**config.mk**
```make
export PLATFORM = sky130hd
export DESIGN_NAME = cfg_commit_ctrl
export DESIGN_NICKNAME = d
export VERILOG_FILES = /design/src/rtl/efi_cfg_pkg.sv /design/src/rtl/cfg_geom_check.sv /design/src/rtl/cfg_commit_ctrl.sv
export SDC_FILE = /design/constraint.sdc
export NUM_CORES = 2
export LEC_CHECK = 0
export ABC_AREA = 1
export CORE_MARGIN = 1
export CORE_UTILIZATION = 45
export DETAILED_ROUTE_END_ITERATION = 12
export PLACE_DENSITY = 0.72
export SETUP_SLACK_MARGIN = 0.4
export SLEW_MARGIN = 0
export SYNTH_ARGS = -nofsm -noshare
export SYNTH_HDL_FRONTEND = slang
export SYNTH_SLANG_ARGS = --single-unit
```
**constraint.sdc**
```tcl
create_clock -name clk -period 5.4 [get_ports clk]
set_input_delay 1.62 -clock clk [delete_from_list [all_inputs] [get_ports clk]]
set_output_delay 1.62 -clock clk [all_outputs]
set_load 0.02 [all_outputs]
```
**src/rtl/efi_cfg_pkg.sv**
```systemverilog
// Shared definitions for the engine configuration commit path: register map,
// reset defaults, error codes and commit FSM encoding.
package efi_cfg_pkg;

    localparam int unsigned NUM_REGS = 16;
    localparam int unsigned REG_W    = 16;
    localparam int unsigned ADDR_W   = 4;
    localparam int unsigned BUSY_W   = 6;

    localparam int unsigned REG_MODE      = 0;
    localparam int unsigned REG_TOOTH_CNT = 1;
    localparam int unsigned REG_TOOTH_W   = 2;
    localparam int unsigned REG_MISSING   = 3;
    localparam int unsigned REG_TRIG_OFS  = 4;
    localparam int unsigned REG_QPR       = 5;
    localparam int unsigned REG_PHASE_A   = 6;
    localparam int unsigned REG_PHASE_B   = 7;
    localparam int unsigned REG_PHASE_C   = 8;
    localparam int unsigned REG_PHASE_D   = 9;
    localparam int unsigned REG_TIMING    = 10;
    localparam int unsigned REG_DWELL     = 11;
    localparam int unsigned REG_INJ_A_PW  = 12;
    localparam int unsigned REG_INJ_B_PW  = 13;

    typedef enum logic [2:0] {
        ERR_NONE    = 3'd0,
        ERR_ZERO    = 3'd1,
        ERR_MISSING = 3'd2,
        ERR_GEOM    = 3'd3,
        ERR_TIMEOUT = 3'd4,
        ERR_ABORT   = 3'd5
    } err_code_e;

    typedef enum logic [1:0] {
        ST_IDLE      = 2'd0,
        ST_VALIDATE  = 2'd1,
        ST_WAIT_SAFE = 2'd2,
        ST_COMMIT    = 2'd3
    } state_e;

    // Power-on contents of both banks: a 60-2 wheel at 128 counts per tooth.
    function automatic logic [REG_W-1:0] reg_default(input int unsigned idx);
        logic [REG_W-1:0] val;
        case (idx)
            REG_MODE:      val = 16'h0017;
            REG_TOOTH_CNT: val = 16'd60;
            REG_TOOTH_W:   val = 16'd128;
            REG_MISSING:   val = 16'd2;
            REG_QPR:       val = 16'd7680;
            REG_PHASE_B:   val = 16'd2560;
            REG_PHASE_C:   val = 16'd5120;
            REG_TIMING:    val = 16'd427;
            REG_DWELL:     val = 16'd960;
            REG_INJ_A_PW:  val = 16'd2000;
            default:       val = 16'd0;
        endcase
        return val;
    endfunction

    function automatic logic [NUM_REGS*REG_W-1:0] default_bank();
        logic [NUM_REGS*REG_W-1:0] bank;
        for (int unsigned i = 0; i < NUM_REGS; i++) begin
            bank[i*REG_W +: REG_W] = reg_default(i);
        end
        return bank;
    endfunction

endpackage

```
**src/rtl/cfg_geom_check.sv**
```systemverilog
// Combinational trigger-wheel geometry validator; reports the first failing rule.
module cfg_geom_check
    import efi_cfg_pkg::*;
(
    input  logic [15:0] tooth_cnt,
    input  logic [15:0] tooth_w,
    input  logic [15:0] missing,
    input  logic [15:0] qpr,
    output logic        ok,
    output logic [2:0]  code
);

    logic [31:0] rev_counts;

    assign rev_counts = 32'(tooth_cnt) * 32'(tooth_w);

    always_comb begin
        code = ERR_NONE;
        if (tooth_cnt == 16'd0 || qpr == 16'd0) begin
            code = ERR_ZERO;
        end else if (missing >= tooth_cnt) begin
            code = ERR_MISSING;
        end else if (rev_counts != 32'(qpr)) begin
            code = ERR_GEOM;
        end
        ok = (code == ERR_NONE);
    end

endmodule

```
**src/rtl/cfg_commit_ctrl.sv**
```systemverilog
// Double-buffered engine configuration: shadow bank written by SPI, copied
// atomically into the active bank at an engine-safe instant after validation.
module cfg_commit_ctrl
    import efi_cfg_pkg::*;
#(
    parameter int unsigned NREGS       = NUM_REGS,
    parameter int unsigned TIMEOUT_CYC = 1000000
) (
    input  logic                   clk,
    input  logic                   rst_n,
    input  logic                   wr_en,
    input  logic [3:0]             wr_addr,
    input  logic [15:0]            wr_data,
    input  logic                   commit_req,
    input  logic                   abort,
    input  logic                   synced,
    input  logic                   trigger,
    input  logic [5:0]             outputs_busy,
    output logic [NREGS*16-1:0]    active_regs,
    output logic                   shadow_dirty,
    output logic                   commit_pending,
    output logic                   commit_done,
    output logic                   commit_err,
    output logic [2:0]             err_code
);

    localparam int unsigned BANK_W = NREGS * REG_W;
    localparam int unsigned CNT_W  = (TIMEOUT_CYC > 2) ? $clog2(TIMEOUT_CYC) : 1;
    localparam logic [CNT_W-1:0]  TMO_LAST = CNT_W'(TIMEOUT_CYC - 1);
    localparam logic [BANK_W-1:0] DEF_BANK = BANK_W'(default_bank());

    state_e            state;
    state_e            state_nxt;
    logic [BANK_W-1:0] shadow;
    logic [CNT_W-1:0]  tmo_cnt;

    logic              geom_ok;
    logic [2:0]        geom_code;
    logic              safe;
    logic              tmo_hit;

    logic              do_copy;
    logic              set_err;
    logic              clr_err;
    err_code_e         err_nxt;

    cfg_geom_check u_geom (
        .tooth_cnt (shadow[REG_TOOTH_CNT*REG_W +: REG_W]),
        .tooth_w   (shadow[REG_TOOTH_W*REG_W +: REG_W]),
        .missing   (shadow[REG_MISSING*REG_W +: REG_W]),
        .qpr       (shadow[REG_QPR*REG_W +: REG_W]),
        .ok        (geom_ok),
        .code      (geom_code)
    );

    // A stopped engine is always safe; a running one only on an idle tooth edge.
    assign safe    = !synced || (trigger && (outputs_busy == 6'd0));
    assign tmo_hit = (tmo_cnt == TMO_LAST);

    always_ff @(posedge clk) begin
        if (!rst_n) begin
            state <= ST_IDLE;
        end else begin
            state <= state_nxt;
        end
    end

    always_comb begin
        state_nxt = state;
        unique case (state)
            ST_IDLE: begin
                if (commit_req && !abort) state_nxt = ST_VALIDATE;
            end
            ST_VALIDATE: begin
                if (abort || !geom_ok) state_nxt = ST_IDLE;
                else                   state_nxt = ST_WAIT_SAFE;
            end
            ST_WAIT_SAFE: begin
                if (abort)        state_nxt = ST_IDLE;
                else if (safe)    state_nxt = ST_COMMIT;
                else if (tmo_hit) state_nxt = ST_IDLE;
            end
            ST_COMMIT: begin
                state_nxt = ST_IDLE;
            end
            default: state_nxt = ST_IDLE;
        endcase
    end

    // Per-state strobes; abort outranks both validation and the safe window.
    always_comb begin
        do_copy = 1'b0;
        set_err = 1'b0;
        clr_err = 1'b0;
        err_nxt = ERR_NONE;
        unique case (state)
            ST_IDLE: begin
                clr_err = commit_req && !abort;
            end
            ST_VALIDATE: begin
                if (abort) begin
                    set_err = 1'b1;
                    err_nxt = ERR_ABORT;
                end else if (!geom_ok) begin
                    set_err = 1'b1;
                    err_nxt = err_code_e'(geom_code);
                end
            end
            ST_WAIT_SAFE: begin
                if (abort) begin
                    set_err = 1'b1;
                    err_nxt = ERR_ABORT;
                end else if (!safe && tmo_hit) begin
                    set_err = 1'b1;
                    err_nxt = ERR_TIMEOUT;
                end
            end
            ST_COMMIT: begin
                do_copy = 1'b1;
            end
            default: ;
        endcase
    end

    always_ff @(posedge clk) begin
        if (!rst_n) begin
            tmo_cnt <= '0;
        end else if (state == ST_WAIT_SAFE) begin
            tmo_cnt <= tmo_cnt + CNT_W'(1);
        end else begin
            tmo_cnt <= '0;
        end
    end

    // Copy samples the pre-write shadow, so a write in the commit cycle stays dirty.
    always_ff @(posedge clk) begin
        if (!rst_n) begin
            shadow         <= DEF_BANK;
            active_regs    <= DEF_BANK;
            shadow_dirty   <= 1'b0;
            commit_pending <= 1'b0;
            commit_done    <= 1'b0;
            commit_err     <= 1'b0;
            err_code       <= ERR_NONE;
        end else begin
            if (wr_en) begin
                shadow[int'(wr_addr)*REG_W +: REG_W] <= wr_data;
            end
            if (do_copy) begin
                active_regs <= shadow;
            end
            if (wr_en) begin
                shadow_dirty <= 1'b1;
            end else if (do_copy) begin
                shadow_dirty <= 1'b0;
            end
            commit_pending <= (state_nxt != ST_IDLE);
            commit_done    <= do_copy;
            if (set_err) begin
                commit_err <= 1'b1;
                err_code   <= err_nxt;
            end else if (clr_err) begin
                commit_err <= 1'b0;
                err_code   <= ERR_NONE;
            end
        end
    end

endmodule

```
Word-level counts from Yosys, hierarchy flattened
Index checks and enable logic that the tools add are counted.
W data, S select, Z words.
- input port bits: 33
- output and inout bits: 263
- bits in registers: 541
- latch bits: 0
- word-level logic and storage cells: 67
- memories: 0
- bits in read-only memories: 0
- bits in writable memories: 0
- bitwise operators: 0
- divide/modulo/power cells: 0
- $mul: 1
- equality and inequality tests: 5
- reduce and logical (&&, ||, !) cells: 19
- shifts and indexed selects: 2
- magnitude comparators: 1
- add/sub/neg operators: 2
- mux-type cells: 28
- operator list (cell ; number):
    $bwmux W256 ; 1
    $shift A16 B34 Y256 const A ; 1
    $shiftx A16 B34 Y256 ; 1
    $neg A8 Y34 ; 1
    $logic_not A16 Y1 ; 2
    $mul A16 B16 Y32 ; 1
    $ne A32 B16 Y1 ; 1
    $mux W3 ; 8
    $add A20 B1 Y20 const B ; 1
    $eq A20 B20 Y1 const B ; 1
    $ge A16 B16 Y1 ; 1
    $mux W2 ; 6
    $mux W1 ; 10
    $pmux W2 S4 ; 1
    $logic_not A6 Y1 ; 1
    $pmux W3 S2 ; 1
    $reduce_bool A2 Y1 ; 3
    $eq A2 B2 Y1 const B ; 2
    $logic_not A1 Y1 ; 4
    $logic_and A1 B1 Y1 ; 3
    $logic_not A3 Y1 ; 1
    $logic_or A1 B1 Y1 ; 3
    $eq A2 B1 Y1 const B ; 1
    $logic_not A2 Y1 ; 1
    2 further kinds ; 2

Longest topological paths before layout
- word-level depth: 11
- gate-level depth with buffers: 36
- depth with buffers taken out: 34

Cells and area by module
A second synthesis with hierarchy kept.
- cell total of the unflattened synthesis: 4001
- area, all modules: 29752.3 sq um
- modules (own cells, without submodules) (module ; instances ; area each (sq um) ; cells each ; sequential area each (sq um)):
    cfg_commit_ctrl ; 1 ; 19693.9 ; 2542 ; 10830.4
    cfg_geom_check ; 1 ; 10058.4 ; 1459 ; 0.0

Worst setup path before layout
OpenSTA, ideal clock, no wires.
- path type: register -> register
- from: register shadow[28]
- to: register err_code[2]
- setup time: 0.067 ns
- arrival: 5.894 ns
- buffers on the path: 2
- clock period less this slack: 5.962 ns
- data required time: 5.333 ns
- setup slack: -0.562 ns
- cell stages (with the launch flop): 33
- path through: dfxtp_1 > clkbuf_1 > clkbuf_1 > nand2_1 > fa_1 > inv_1 > fa_1 > inv_1 > fa_1 > fa_1 > fa_1 > inv_1 > fa_1 > ha_1 > nand2_2 > inv_1 > nand2_1 > nand2_1 > a21oi_1 > nor2_1 > nor2_1 > nand2_1 > nand2_1 > nand2_1 > nor2_1 > nand3_1 > nor2_2 > nand4_1 > nand2_1 > nand2_2 > nand2_4 > nand3_1 > a21oi_2
- cells in the longest elaborated chain, start to end: 10
- elaborated cells between the ends (all ways): 17
- classes of those cells: mul (1); order compare (1); eq/ne (1); mux (10); reduce/logical (4)
- RTL lines (element ; RTL line ; text):
    start, declared ; cfg_commit_ctrl.sv:34 ; logic [BANK_W-1:0] shadow;
    start signal, assigned by index ; cfg_commit_ctrl.sv:147 ; shadow[int'(wr_addr)*REG_W +: REG_W] <= wr_data;
    $mul A16 B16 Y32 ; cfg_geom_check.sv:15 ; assign rev_counts = 32'(tooth_cnt) * 32'(tooth_w);
    $ne A32 B16 Y1 ; cfg_geom_check.sv:23 ; end else if (rev_counts != 32'(qpr)) begin
    $mux W2 ; cfg_geom_check.sv:23 ;
    $mux W3 ; cfg_geom_check.sv:21 ; end else if (missing >= tooth_cnt) begin
    $mux W3 (*) ; cfg_geom_check.sv:19 ; if (tooth_cnt == 16'd0 || qpr == 16'd0) begin
    $logic_not A3 Y1 ; cfg_geom_check.sv:26 ; ok = (code == ERR_NONE);
    $mux W3 / $mux W1 (equally long branches) ; cfg_commit_ctrl.sv:104 ; end else if (!geom_ok) begin
    $mux W3 / $mux W1 (equally long branches) ; cfg_commit_ctrl.sv:101 ; if (abort) begin
    $pmux W3 S2 / $pmux W1 S2 (equally long branches) ; cfg_commit_ctrl.sv:96 ; unique case (state)
    $mux W3 / $reduce_bool A2 Y1 (equally long branches) ; - ;
    end signal, assigned ; cfg_commit_ctrl.sv:161 ; err_code <= err_nxt;
    end, declared ; cfg_commit_ctrl.sv:24 ; output logic [2:0] err_code
Mark *: on every way between the ends. The rest lies on a longest branch, timed or not.
A chain may end at the register's enable or synchronous reset.

Final worst setup path
- from: register shadow[39]
- to: register err_code[1]
- cells in the longest elaborated chain, start to end: 10
- elaborated cells between the ends (all ways): 14
- classes of those cells: mul (1); eq/ne (1); mux (10); reduce/logical (2)
- RTL lines (element ; RTL line):
    $mul A16 B16 Y32 (*) ; cfg_geom_check.sv:15
    $ne A32 B16 Y1 (*) ; cfg_geom_check.sv:23
    $mux W2 (*) ; cfg_geom_check.sv:23
    $mux W3 (*) ; cfg_geom_check.sv:21
    $mux W3 (*) ; cfg_geom_check.sv:19
    $logic_not A3 Y1 ; cfg_geom_check.sv:26
    $mux W3 / $mux W1 (equally long branches) ; cfg_commit_ctrl.sv:104
    $mux W3 / $mux W1 (equally long branches) ; cfg_commit_ctrl.sv:101
    $pmux W3 S2 / $pmux W1 S2 (equally long branches) ; cfg_commit_ctrl.sv:96
    $mux W3 / $reduce_bool A2 Y1 (equally long branches) ; -
Marks and branches as above.

==> flow_metrics.tcl <==
set metrics [dict create \
    yosysTopAreaCell "dfxtp_1" \
    ys_ff_latch 541 \
    critPathCaptureType "flop" \
    fin_crit_sh 1.09 \
    first_iter_violations 2586 \
    syn-num-nets 4310 \
    worstSkewPairLatency_ns 0.65 \
    violations "negative setup slack" \
    cp-start-kind "flop" \
    setup_viol 6 \
    worst_pin_slew_ns 1.11 \
    crit_type "reg2reg" \
    track_usage 0.282 \
    h-tree-depth 2 \
    cp.required_ns 5.97 \
    cts_sinks 541 \
    ys_seq_area_frac 0.366 \
    grt_max_degree 238 \
    ioPinCount 296 \
    syn_to_final_growth_pct 26.9 \
    synthCells 3955 \
    synthFlopType "dfxtp_1" \
    synth_edf_count 0 \
    power.density_nw_per_um2 260 \
    cp_max_fo 5 \
    fin_tns_setup_ns -2.68 \
    synth.area.top_cells "dfxtp_1, fa_1, nand2_1" \
    drv_cap 0 \
    fp-row-count 93 \
    clk_pin_slew_ns 0.06 \
    worst_clock_skew_ns 0.0542 \
    synthArstFlopShare 0 \
    die_h_um 258 \
    setup_slack_ns -0.505 \
    hold_class "reg2reg" \
    place_congestion 0.943 \
    fillerInstances 5894 \
    max_slew_margin 0.262 \
    clock-root-buffer "clkbuf_16" \
    slowest_stage "fa_1" \
    vias_per_cell 5.26 \
    antenna_found_initial 5 \
    netlist.area_leader.share 0.366 \
    multi_input_area_um2 16800 \
    leakage_uw 0.0174 \
    layout-drive-gt1-share 0.127 \
    syn_area_per_cell_um2 7.48 \
    final_hold_viol_count 0 \
    hold_slack_ns 0.450 \
    grt_pass1_vias 26400 \
    cts_made_buffers 55 \
    final_common_cell "nor2_1" \
    grt_pass1_wl_um 147000 \
    crit_arrival_ns 6.48 \
    grt_overflow 0 \
    start_util 0.457 \
    post_drt_wl_per_cell_um 18.5 \
    final-seq-area_um2 10900 \
    status "finished with violations" \
    syn_area_um2 29600 \
    die_w_um 258 \
    drt_pass1_iterations 6 \
    clk_path_buf_depth 3 \
    crit_top_cell "fa_1" \
    nNetsFinal 4640 \
    rsz0062_at_grt "true" \
    postRouteWirelength_um 96000 \
    place_hpwl_um 70800 \
    portBuffers 295 \
    cpPeakStageDelay_ns 0.55 \
    core_area_um2 64700 \
    max_freq_mhz 169 \
    ant_nets 0 \
    ys_warn_count 0 \
    power.total_uw 9760 \
    peakVddDrop_mv 0.232 \
    die_area_um2 66800 \
    cts_hold_buf 0 \
    drv_slew 0 \
    via_count 27300 \
    final_cell_mix "nor2_1, nand2_1, dfxtp_1" \
    cts_tree "built" \
    synth_cell_types 40 \
    drc 0 \
    post-route-min-period_ns 5.91 \
    diodes 0 \
]
-- where the power goes --
part / switching [uW] / internal (uW)
clock network: 1730 / 2310
logic: 930 / 574
registers: 97.1 / 4110
total: 2760 / 7000
-- synthesized netlist by cell type (all sizes together), types with 4 or more instances --
| cell type | instances |
|---|---|
| nor3 | 57 |
| a31oi | 16 |
| nor4 | 16 |
| fa | 194 |
| clkbuf | 227 |
| dfxtp | 541 |
| o31ai | 8 |
| buf | 22 |
| nand4 | 20 |
| inv | 491 |
| a21oi | 227 |
| xor2 | 16 |
| o21ai | 371 |
| a211oi | 13 |
| nand3 | 207 |
| ha | 128 |
| xnor2 | 8 |
| o211ai | 16 |
| o21a | 4 |
| nor2 | 671 |
| nand2 | 684 |
-- per-layer routing --
metal,wire [um],vias up,global-route usage
li1,-,13100,-
met1,40000,12900,0.366
met2,44100,1018,0.456
met3,7590,223,0.0571
met4,4240,10,0.117
met5,75,-,0
-- cell families after synthesis --
| kind of cell | after synthesis | synth area share |
|---|---|---|
| simple gates | 1665 | 0.230 |
| buf+inv | 743 | 0.0946 |
| compound gates | 660 | 0.116 |
| flops | 541 | 0.366 |
| fa+ha+maj | 322 | 0.185 |
| xor+xnor | 24 | 0.00710 |
-- sequential cells by signal, summed over array words and instances, names as in the netlist --
signal,flops
state,2
active_regs,256
commit_done,1
shadow_dirty,1
tmo_cnt,20
commit_pending,1
commit_err,1
shadow,256
err_code,3
-- critical path: cells and delay by family (launching register included) --
family,cells,cell delay [ns]
AO/OA/AOI/OAI,1,0.12
flip-flops,1,0.39
adder cells (fa/ha/maj),7,3.36
buffers and inverters,4,0.36
AND/OR/NAND/NOR,15,1.60
-- final timing paths --
path / depth (start not counted) / startpoint / slack, ns / to
min: 1 / tmo_cnt[0] / 0.45 / tmo_cnt[0]
min reg2reg: 1 / tmo_cnt[0] / 0.45 / tmo_cnt[0]
max reg2reg: 27 / shadow[39] / -0.51 / err_code[1]
max: 27 / shadow[39] / -0.51 / err_code[1]
-- cell type report --
cell class	count	area share
Clock buffer	75	0.0421
Clock inverter	27	0.00920
Inverter	494	0.0495
Multi-Input combinational cell	2671	0.446
Sequential cell	541	0.291
Tap cell	855	0.0285
Timing Repair Buffer	522	0.134
-- repair_timing --
item                       4_1_cts  5_1_grt
setup buffers                   17       14
hold endpoints to repair         0        0
resized for setup              112       88
pin swaps                       57       57
setup endpoints to repair        6        6
gates cloned                     1        1
-- metrics by stage --
step                      area (um2)   util  std cells  worst slack, ns
final                          37500  0.580       5185           -0.505
after global routing           37500  0.580       5185           -0.731
after CTS                      37100  0.573       5170           -0.464
after detailed placement       34600  0.536       5050           -0.881
after global placement         34600  0.536       5050           -0.791
after floorplan                30400      -       3955          -0.0727
Note: power is estimated with default switching activity, not from simulation.
